**config.mk**
```make
export PLATFORM = sky130hd
export DESIGN_NAME = mod_32bit_seq
export DESIGN_NICKNAME = d
export VERILOG_FILES = /design/src/rtl/mod_32bit_seq_pkg.sv /design/src/rtl/mod_32bit_dp.sv /design/src/rtl/mod_32bit_seq.sv
export SDC_FILE = /design/constraint.sdc
export NUM_CORES = 1
export LEC_CHECK = 0
export ABC_CLOCK_PERIOD_IN_PS = 2900
export CAP_MARGIN = 20
export CORE_ASPECT_RATIO = 1.5
export CORE_MARGIN = 4
export CORE_UTILIZATION = 51
export DETAILED_ROUTE_END_ITERATION = 12
export GPL_TIMING_DRIVEN = 0
export PLACE_DENSITY_LB_ADDON = 0.12
export SYNTH_ARGS = -nofsm -noshare
export SYNTH_HDL_FRONTEND = slang
export SYNTH_HIERARCHICAL = 1
export SYNTH_SLANG_ARGS = --single-unit
```
**constraint.sdc**
```tcl
create_clock -name clk -period 2.9 [get_ports clk]
set_input_delay 0.29 -clock clk [delete_from_list [all_inputs] [get_ports clk]]
set_output_delay 0.29 -clock clk [all_outputs]
set_load 0.005 [all_outputs]
```
**src/rtl/mod_32bit_seq_pkg.sv**
```systemverilog
// Shared ALU definitions for the multi-cycle MOD/DIV unit: default widths,
// FSM state encoding and the opcode the ALU result mux uses to select MOD.
package mod_32bit_seq_pkg;

    // Default operand width and the iteration counter width (log2 of it)
    localparam int DEF_WIDTH = 32;
    localparam int DEF_CNT_W = 5;

    // ALU opcode that routes this unit's remainder to the result mux
    localparam logic [3:0] ALU_OP_MOD = 4'hA;

    // Sequencer states
    typedef enum logic [1:0] {
        ST_IDLE = 2'd0,
        ST_CALC = 2'd1,
        ST_FIN  = 2'd2
    } state_t;

    // True on the counter value of the final shift-subtract iteration
    function automatic logic last_iter(input logic [DEF_CNT_W-1:0] cnt);
        return cnt == DEF_CNT_W'(DEF_WIDTH - 1);
    endfunction

endpackage

```
**src/rtl/mod_32bit_dp.sv**
```systemverilog
// Restoring shift-subtract datapath: divisor register, partial remainder and
// dividend/quotient shift registers, trial subtractor and result registers.
// Sequenced by load/step/finish strobes from mod_32bit_seq.
module mod_32bit_dp
    import mod_32bit_seq_pkg::*;
#(
    parameter int WIDTH = DEF_WIDTH
) (
    input  logic             clk,
    input  logic             rst_n,
    input  logic             i_load,
    input  logic             i_b_zero,
    input  logic             i_step,
    input  logic             i_finish,
    input  logic [WIDTH-1:0] i_a,
    input  logic [WIDTH-1:0] i_b,
    output logic [WIDTH-1:0] o_remainder,
    output logic [WIDTH-1:0] o_quotient,
    output logic             o_div_by_zero
);

    logic [WIDTH-1:0] r_div;
    logic [WIDTH-1:0] r_prem;
    logic [WIDTH-1:0] r_dq;
    logic [WIDTH-1:0] r_rem;
    logic [WIDTH-1:0] r_quo;
    logic             r_dbz;

    logic [WIDTH:0]   w_shift;
    logic [WIDTH+1:0] w_trial;
    logic             w_borrow;
    logic [WIDTH-1:0] w_prem_nxt;
    logic [WIDTH-1:0] w_dq_nxt;

    // The shifted partial remainder keeps prem's MSB as a 33rd bit: with a
    // divisor above 2^31 the partial remainder can have bit 31 set, and
    // dropping it would corrupt both the compare and the result.
    assign w_shift = {r_prem, r_dq[WIDTH-1]};

    // Extra guard bit makes the subtract signed-safe, so a negative trial is
    // never mistaken for a large positive one.
    assign w_trial = {1'b0, w_shift} - {2'b00, r_div};

    // A successful trial is always below the divisor and so fits in WIDTH
    // bits; any set bit above that means the shifted value was too small.
    assign w_borrow = |w_trial[WIDTH+1:WIDTH];

    // Next partial remainder and quotient bit for one iteration
    always_comb begin
        w_prem_nxt = w_trial[WIDTH-1:0];
        w_dq_nxt   = {r_dq[WIDTH-2:0], 1'b1};
        if (w_borrow) begin
            w_prem_nxt = w_shift[WIDTH-1:0];
            w_dq_nxt   = {r_dq[WIDTH-2:0], 1'b0};
        end
    end

    // Working registers: load operands on accept, shift once per CALC cycle
    always_ff @(posedge clk or negedge rst_n) begin
        if (!rst_n) begin
            r_div  <= '0;
            r_prem <= '0;
            r_dq   <= '0;
        end else if (i_load) begin
            r_div  <= i_b;
            r_prem <= '0;
            r_dq   <= i_a;
        end else if (i_step) begin
            r_prem <= w_prem_nxt;
            r_dq   <= w_dq_nxt;
        end
    end

    // Result registers: cleared (or given the divide-by-zero answer) on
    // accept, loaded on the final iteration, otherwise held
    always_ff @(posedge clk or negedge rst_n) begin
        if (!rst_n) begin
            r_rem <= '0;
            r_quo <= '0;
            r_dbz <= 1'b0;
        end else if (i_load) begin
            if (i_b_zero) begin
                r_rem <= i_a;
                r_quo <= '1;
                r_dbz <= 1'b1;
            end else begin
                r_rem <= '0;
                r_quo <= '0;
                r_dbz <= 1'b0;
            end
        end else if (i_step && i_finish) begin
            r_rem <= w_prem_nxt;
            r_quo <= w_dq_nxt;
        end
    end

    assign o_remainder   = r_rem;
    assign o_quotient    = r_quo;
    assign o_div_by_zero = r_dbz;

endmodule

```
**src/rtl/mod_32bit_seq.sv**
```systemverilog
// Multi-cycle unsigned remainder/quotient unit for the ALU MOD opcode.
// One quotient bit per cycle; start/ready/busy/done handshake with the ALU
// control unit. Sequencer and iteration counter live here, arithmetic in
// mod_32bit_dp.
module mod_32bit_seq
    import mod_32bit_seq_pkg::*;
#(
    parameter int WIDTH = DEF_WIDTH,
    parameter int CNT_W = DEF_CNT_W
) (
    input  logic             clk,
    input  logic             reset_n,
    input  logic             start,
    input  logic [WIDTH-1:0] A,
    input  logic [WIDTH-1:0] B,
    output logic             ready,
    output logic             busy,
    output logic             done,
    output logic             div_by_zero,
    output logic [WIDTH-1:0] remainder,
    output logic [WIDTH-1:0] quotient
);

    state_t           r_state;
    logic [CNT_W-1:0] r_cnt;
    logic             r_ready;
    logic             r_busy;
    logic             r_done;

    logic             w_b_zero;
    logic             w_load;
    logic             w_step;
    logic             w_last;

    assign w_b_zero = (B == '0);
    assign w_load   = (r_state == ST_IDLE) && start;
    assign w_step   = (r_state == ST_CALC);
    assign w_last   = (r_cnt == CNT_W'(WIDTH - 1));

    // Sequencer: IDLE -> CALC (32 iterations) -> FIN (one-cycle done) -> IDLE;
    // a zero divisor skips straight to FIN. Handshake outputs are registered
    // alongside the state so they always match it.
    always_ff @(posedge clk or negedge reset_n) begin
        if (!reset_n) begin
            r_state <= ST_IDLE;
            r_cnt   <= '0;
            r_ready <= 1'b1;
            r_busy  <= 1'b0;
            r_done  <= 1'b0;
        end else begin
            case (r_state)
                ST_IDLE: begin
                    if (start) begin
                        r_cnt   <= '0;
                        r_ready <= 1'b0;
                        if (w_b_zero) begin
                            r_state <= ST_FIN;
                            r_done  <= 1'b1;
                        end else begin
                            r_state <= ST_CALC;
                            r_busy  <= 1'b1;
                        end
                    end
                end
                ST_CALC: begin
                    r_cnt <= r_cnt + CNT_W'(1);
                    if (w_last) begin
                        r_state <= ST_FIN;
                        r_busy  <= 1'b0;
                        r_done  <= 1'b1;
                    end
                end
                ST_FIN: begin
                    r_state <= ST_IDLE;
                    r_done  <= 1'b0;
                    r_ready <= 1'b1;
                end
                default: begin
                    r_state <= ST_IDLE;
                    r_cnt   <= '0;
                    r_ready <= 1'b1;
                    r_busy  <= 1'b0;
                    r_done  <= 1'b0;
                end
            endcase
        end
    end

    mod_32bit_dp #(
        .WIDTH (WIDTH)
    ) u_dp (
        .clk           (clk),
        .rst_n         (reset_n),
        .i_load        (w_load),
        .i_b_zero      (w_b_zero),
        .i_step        (w_step),
        .i_finish      (w_last),
        .i_a           (A),
        .i_b           (B),
        .o_remainder   (remainder),
        .o_quotient    (quotient),
        .o_div_by_zero (div_by_zero)
    );

    assign ready = r_ready;
    assign busy  = r_busy;
    assign done  = r_done;

endmodule

```
==> parameters.txt <==
Parameter                              Value

Finish
  Layout overhead on the synthesized area    41.6%
  Final net count    1509
  Final cell utilization of the core    0.733
  Final Instance Area    14400 µm²
  Most frequent cells in the layout    186 x sky130_fd_sc_hd__nand2_1, 152 x sky130_fd_sc_hd__dfrtp_1, 133 x sky130_fd_sc_hd__clkdlybuf4s50_1, 84 x sky130_fd_sc_hd__o21ai_0, 69 x sky130_fd_sc_hd__clkbuf_1
  Diode insertion count for antenna repair    0
  Layout cell share with drive strength beyond 1    0.219
  Most common cell after layout, fill and taps aside    sky130_fd_sc_hd__nand2_1

CTS
  H-Tree Level Count    4
  Clock Path Buffers    2
  Clk sink count    171
  Clock tree from TritonCTS    built
  Inserted Clock Buffers    17
  Insertion delay to the later sink of the worst-skew pair    approximately 0.44 ns
  Clock-pin slew on the worst setup and hold paths    0.07 ns
  CTS Root Buffer Type    sky130_fd_sc_hd__clkbuf_16

STA
  Transition at the pin with the smallest max-transition slack    ~1.2 ns
  Unrepaired setup endpoints after global routing    yes
  Final Slew Violations    0
  Max_slew headroom    0.204
  Final number of hold-violating endpoints    0
  Achievable frequency    304 MHz
  Setup-violating endpoint count in the final report    66
  Final worst clock skew    0.00964 ns
  Final clock period utilization by the worst path    1.13
  Setup WS post-layout    -0.387 ns
  Shortest clock period the worst path allows after layout    3.29 ns

Floorplanning
  Horiz. Die Dim    about 120 µm
  FP Rows    63
  Die Area    22400 µm²
  Top Ports    135
  Core region area    around 20000 µm²
  Initial cell density of the core    0.518
  Vertical die dimension    181 µm

Routing
  Average detailed-routed wire length per instance    21.3 µm
  Via count    10297
  Via density    6.14
  Number of nets still failing antenna checks after routing    0
  Routed Wire Length    35.7 mm
  Starting DRC count in detailed routing    775
  DRC violations left    0
  Number of iterations in the first detailed-routing pass    5

Global route
  GR Overflow Total    0
  Global-route wire length before repair    54.2 mm
  Number of antenna violations at the first check in global routing    0
  Aggregate global-route resource usage    0.316
  Maximum number of pins on one net before global-route repair    between 100 and 150
  Number of global-route vias before repair    10145

Synth
  Mean cell area of the mapped netlist    about 8.5 µm²
  Register area share after synthesis    0.420
  Share of synthesized area spent on multiplexers    0.0394
  Most frequently used flop master after synthesis    sky130_fd_sc_hd__dfrtp_1
  Simple-gate share of the synthesized area    0.193
  Share of the synthesized netlist area taken by xor and xnor gates    0.0249
  Synth Cell Area    10200 µm²
  Synthesized instance count    around 1200
  Dominant combinational cell family by area after synthesis    compound AO/OA/AOI/OAI gates
  Post-synthesis compound-gate area fraction    0.226
  Yosys warning total    6
  Post-synth EDFFs    0
  Number of distinct library cells after synthesis    70
  Synthesized flop and latch total    roughly 170
  Share of synthesized flip-flops with an asynchronous set or reset    1.00
  Synthesized net count    1300
  Adder-cell area share of the yosys netlist    0.0437

Status
  Violated checks    negative setup slack
  Status    complete, but fails checks

Worst setup path
  Combined buffer and inverter count along the critical path    2
  Crit end category    flip-flop
  Category of the critical setup timing path    flip-flop to flip-flop
  Max stage delay on crit path    0.44 ns
  Capturing point of the worst reg2reg path    u_dp/r_prem[27]$_DFFE_PN0P_
  Crit path top cell by count    sky130_fd_sc_hd__a21oi_4
  Startpoint Class    flip-flop
  Chain of cells forming the critical path    inv_2 > ha_4 > fa_2 > nand2b_4 > a21oi_4 > o21ai_4 > nor3b_4 > nor3_4 > o221ai_2 > or3_4 > clkbuf_16 > a21oi_4 > a21oi_2 > a211oi_1
  Reg2Reg Setup Slack    -0.39 ns
  Signal arrival time at the worst endpoint    between 3 and 4 ns
  Worst Path Max Fanout    5
  Crit path required time    ~3.2 ns
  Slowest stage cell, crit path    sky130_fd_sc_hd__dfrtp_2
  Launching point of the worst reg2reg path    u_dp/r_dq[31]$_DFFE_PN0P_
  Cell family with the largest share of critical-path delay    compound AO/OA/AOI/OAI gates
  R2r worst-path depth    14

Placed design
  Gpl congestion    0.943
  Count of buffers from port buffering    ~130
  Post-detailed-placement cell area    11900 µm²
  Half-perimeter wire length of the detailed placement result    25.5 mm

Hold path
  Worst hold path type    input pin to asynchronous set/reset pin

Run
  Max-cap viol count    0
## worst reg2reg max path: stages (launching register included)
cell	delay, ns
sky130_fd_sc_hd__dfrtp_2	0.44
sky130_fd_sc_hd__inv_2	0.07
sky130_fd_sc_hd__ha_4	0.17
sky130_fd_sc_hd__fa_2	0.38
sky130_fd_sc_hd__nand2b_4	0.17
sky130_fd_sc_hd__a21oi_4	0.17
sky130_fd_sc_hd__o21ai_4	0.08
sky130_fd_sc_hd__nor3b_4	0.18
sky130_fd_sc_hd__nor3_4	0.18
sky130_fd_sc_hd__o221ai_2	0.16
sky130_fd_sc_hd__or3_4	0.42
sky130_fd_sc_hd__clkbuf_16	0.20
sky130_fd_sc_hd__a21oi_4	0.19
sky130_fd_sc_hd__a21oi_2	0.06
sky130_fd_sc_hd__a211oi_1	0.31
## metrics by stage
stage	setup WS, ns	setup TNS [ns]	cells	hold slack [ns]
after floorplan	-0.105	-1.10	1198	-0.00559
after global placement	-5.32	-949.29	1592	0.446
after detailed placement	-0.982	-45.83	1593	0.235
after CTS	-0.343	-13.82	1661	0.374
after global routing	-0.457	-19.94	1678	0.388
final	-0.387	-14.61	1678	0.357
## flip-flops by register name (all words and copies together), names as in the netlist
name                cells
busy                    1
u_dp/o_remainder       32
u_dp/o_div_by_zero      1
r_cnt                   5
u_dp/o_quotient        32
done                    1
r_state                 2
u_dp/r_prem            32
ready                   1
u_dp/r_div             32
u_dp/r_dq              32
## cell usage after synthesis, types with 9 or more instances
cell	number	area, µm²
sky130_fd_sc_hd__nand2_1	195	732
sky130_fd_sc_hd__dfrtp_1	170	4250
sky130_fd_sc_hd__o21ai_0	120	601
sky130_fd_sc_hd__clkbuf_1	72	270
sky130_fd_sc_hd__nand3_1	59	295
sky130_fd_sc_hd__a21oi_1	56	280
sky130_fd_sc_hd__nor2_1	56	210
sky130_fd_sc_hd__a31oi_1	54	338
sky130_fd_sc_hd__inv_1	42	158
sky130_fd_sc_hd__a211oi_1	40	300
sky130_fd_sc_hd__mux2i_1	39	390
sky130_fd_sc_hd__ha_1	34	425
sky130_fd_sc_hd__nor3_1	29	145
sky130_fd_sc_hd__and3_1	26	163
sky130_fd_sc_hd__xnor2_1	17	149
sky130_fd_sc_hd__a21o_1	14	105
sky130_fd_sc_hd__xor2_1	12	105
sky130_fd_sc_hd__nor3b_1	11	82.6
sky130_fd_sc_hd__nor4_1	11	68.8
sky130_fd_sc_hd__nand2b_1	10	62.6
sky130_fd_sc_hd__a22oi_1	9	67.6
## routing by layer
layer	track usage	up-vias	part of all wire
met3	0.0595	107	0.059
met2	0.554	410	0.52
met4	0.150	0	0.048
met1	0.363	5025	0.37
li1	-	4755	-
met5	0	-	0
## kinds of logic after synthesis
family          count (synthesis)
flops                         171
xor+xnor                       29
fa+ha+maj                      35
compound gates                365
buf+inv                       131
mux                            40
simple gates                  427
## final cells by class
| class | instances | area [µm²] |
|---|---|---|
| well taps | 260 | 325 |
| clock buffers | 22 | 464 |
| multi-input cells | 896 | 6650 |
| fillers | 1478 | 5260 |
| inverters | 42 | 158 |
| clock inverters | 8 | 86.3 |
| plain buffers | 85 | 467 |
| flip-flops and latches | 171 | 4300 |
| repair buffers | 194 | 2000 |
## how the worst max path moves through the flow
stage,startpoint,depth (start not counted),endpoint
floorplan,u_dp/r_dq[31]$_DFFE_PN0P_,15,u_dp/o_remainder[31]$_DFFE_PN0P_
global placement,reset_n,1,u_dp/r_div[4]$_DFFE_PN0P_
detailed placement,u_dp/r_prem[11]$_DFFE_PN0P_,13,u_dp/r_prem[14]$_DFFE_PN0P_
CTS,u_dp/r_dq[31]$_DFFE_PN0P_,14,u_dp/o_remainder[27]$_DFFE_PN0P_
global route,u_dp/r_dq[31]$_DFFE_PN0P_,14,u_dp/r_prem[27]$_DFFE_PN0P_
finish,u_dp/r_dq[31]$_DFFE_PN0P_,14,u_dp/r_prem[27]$_DFFE_PN0P_
## what timing repair did
item / CTS / global route
resized for setup: 218 / 106
setup endpoints to repair: 66 / 68
endpoints found under the hold margin: 52 / 0
hold buffers: 1 / 0
pin swaps: 99 / 48
buffers inserted: 35 / 17
gates cloned: 5 / 1
Power is left out: the tool's default activity adds up to more than one toggle a clock period on the data nets, which glitch-free logic cannot reach.
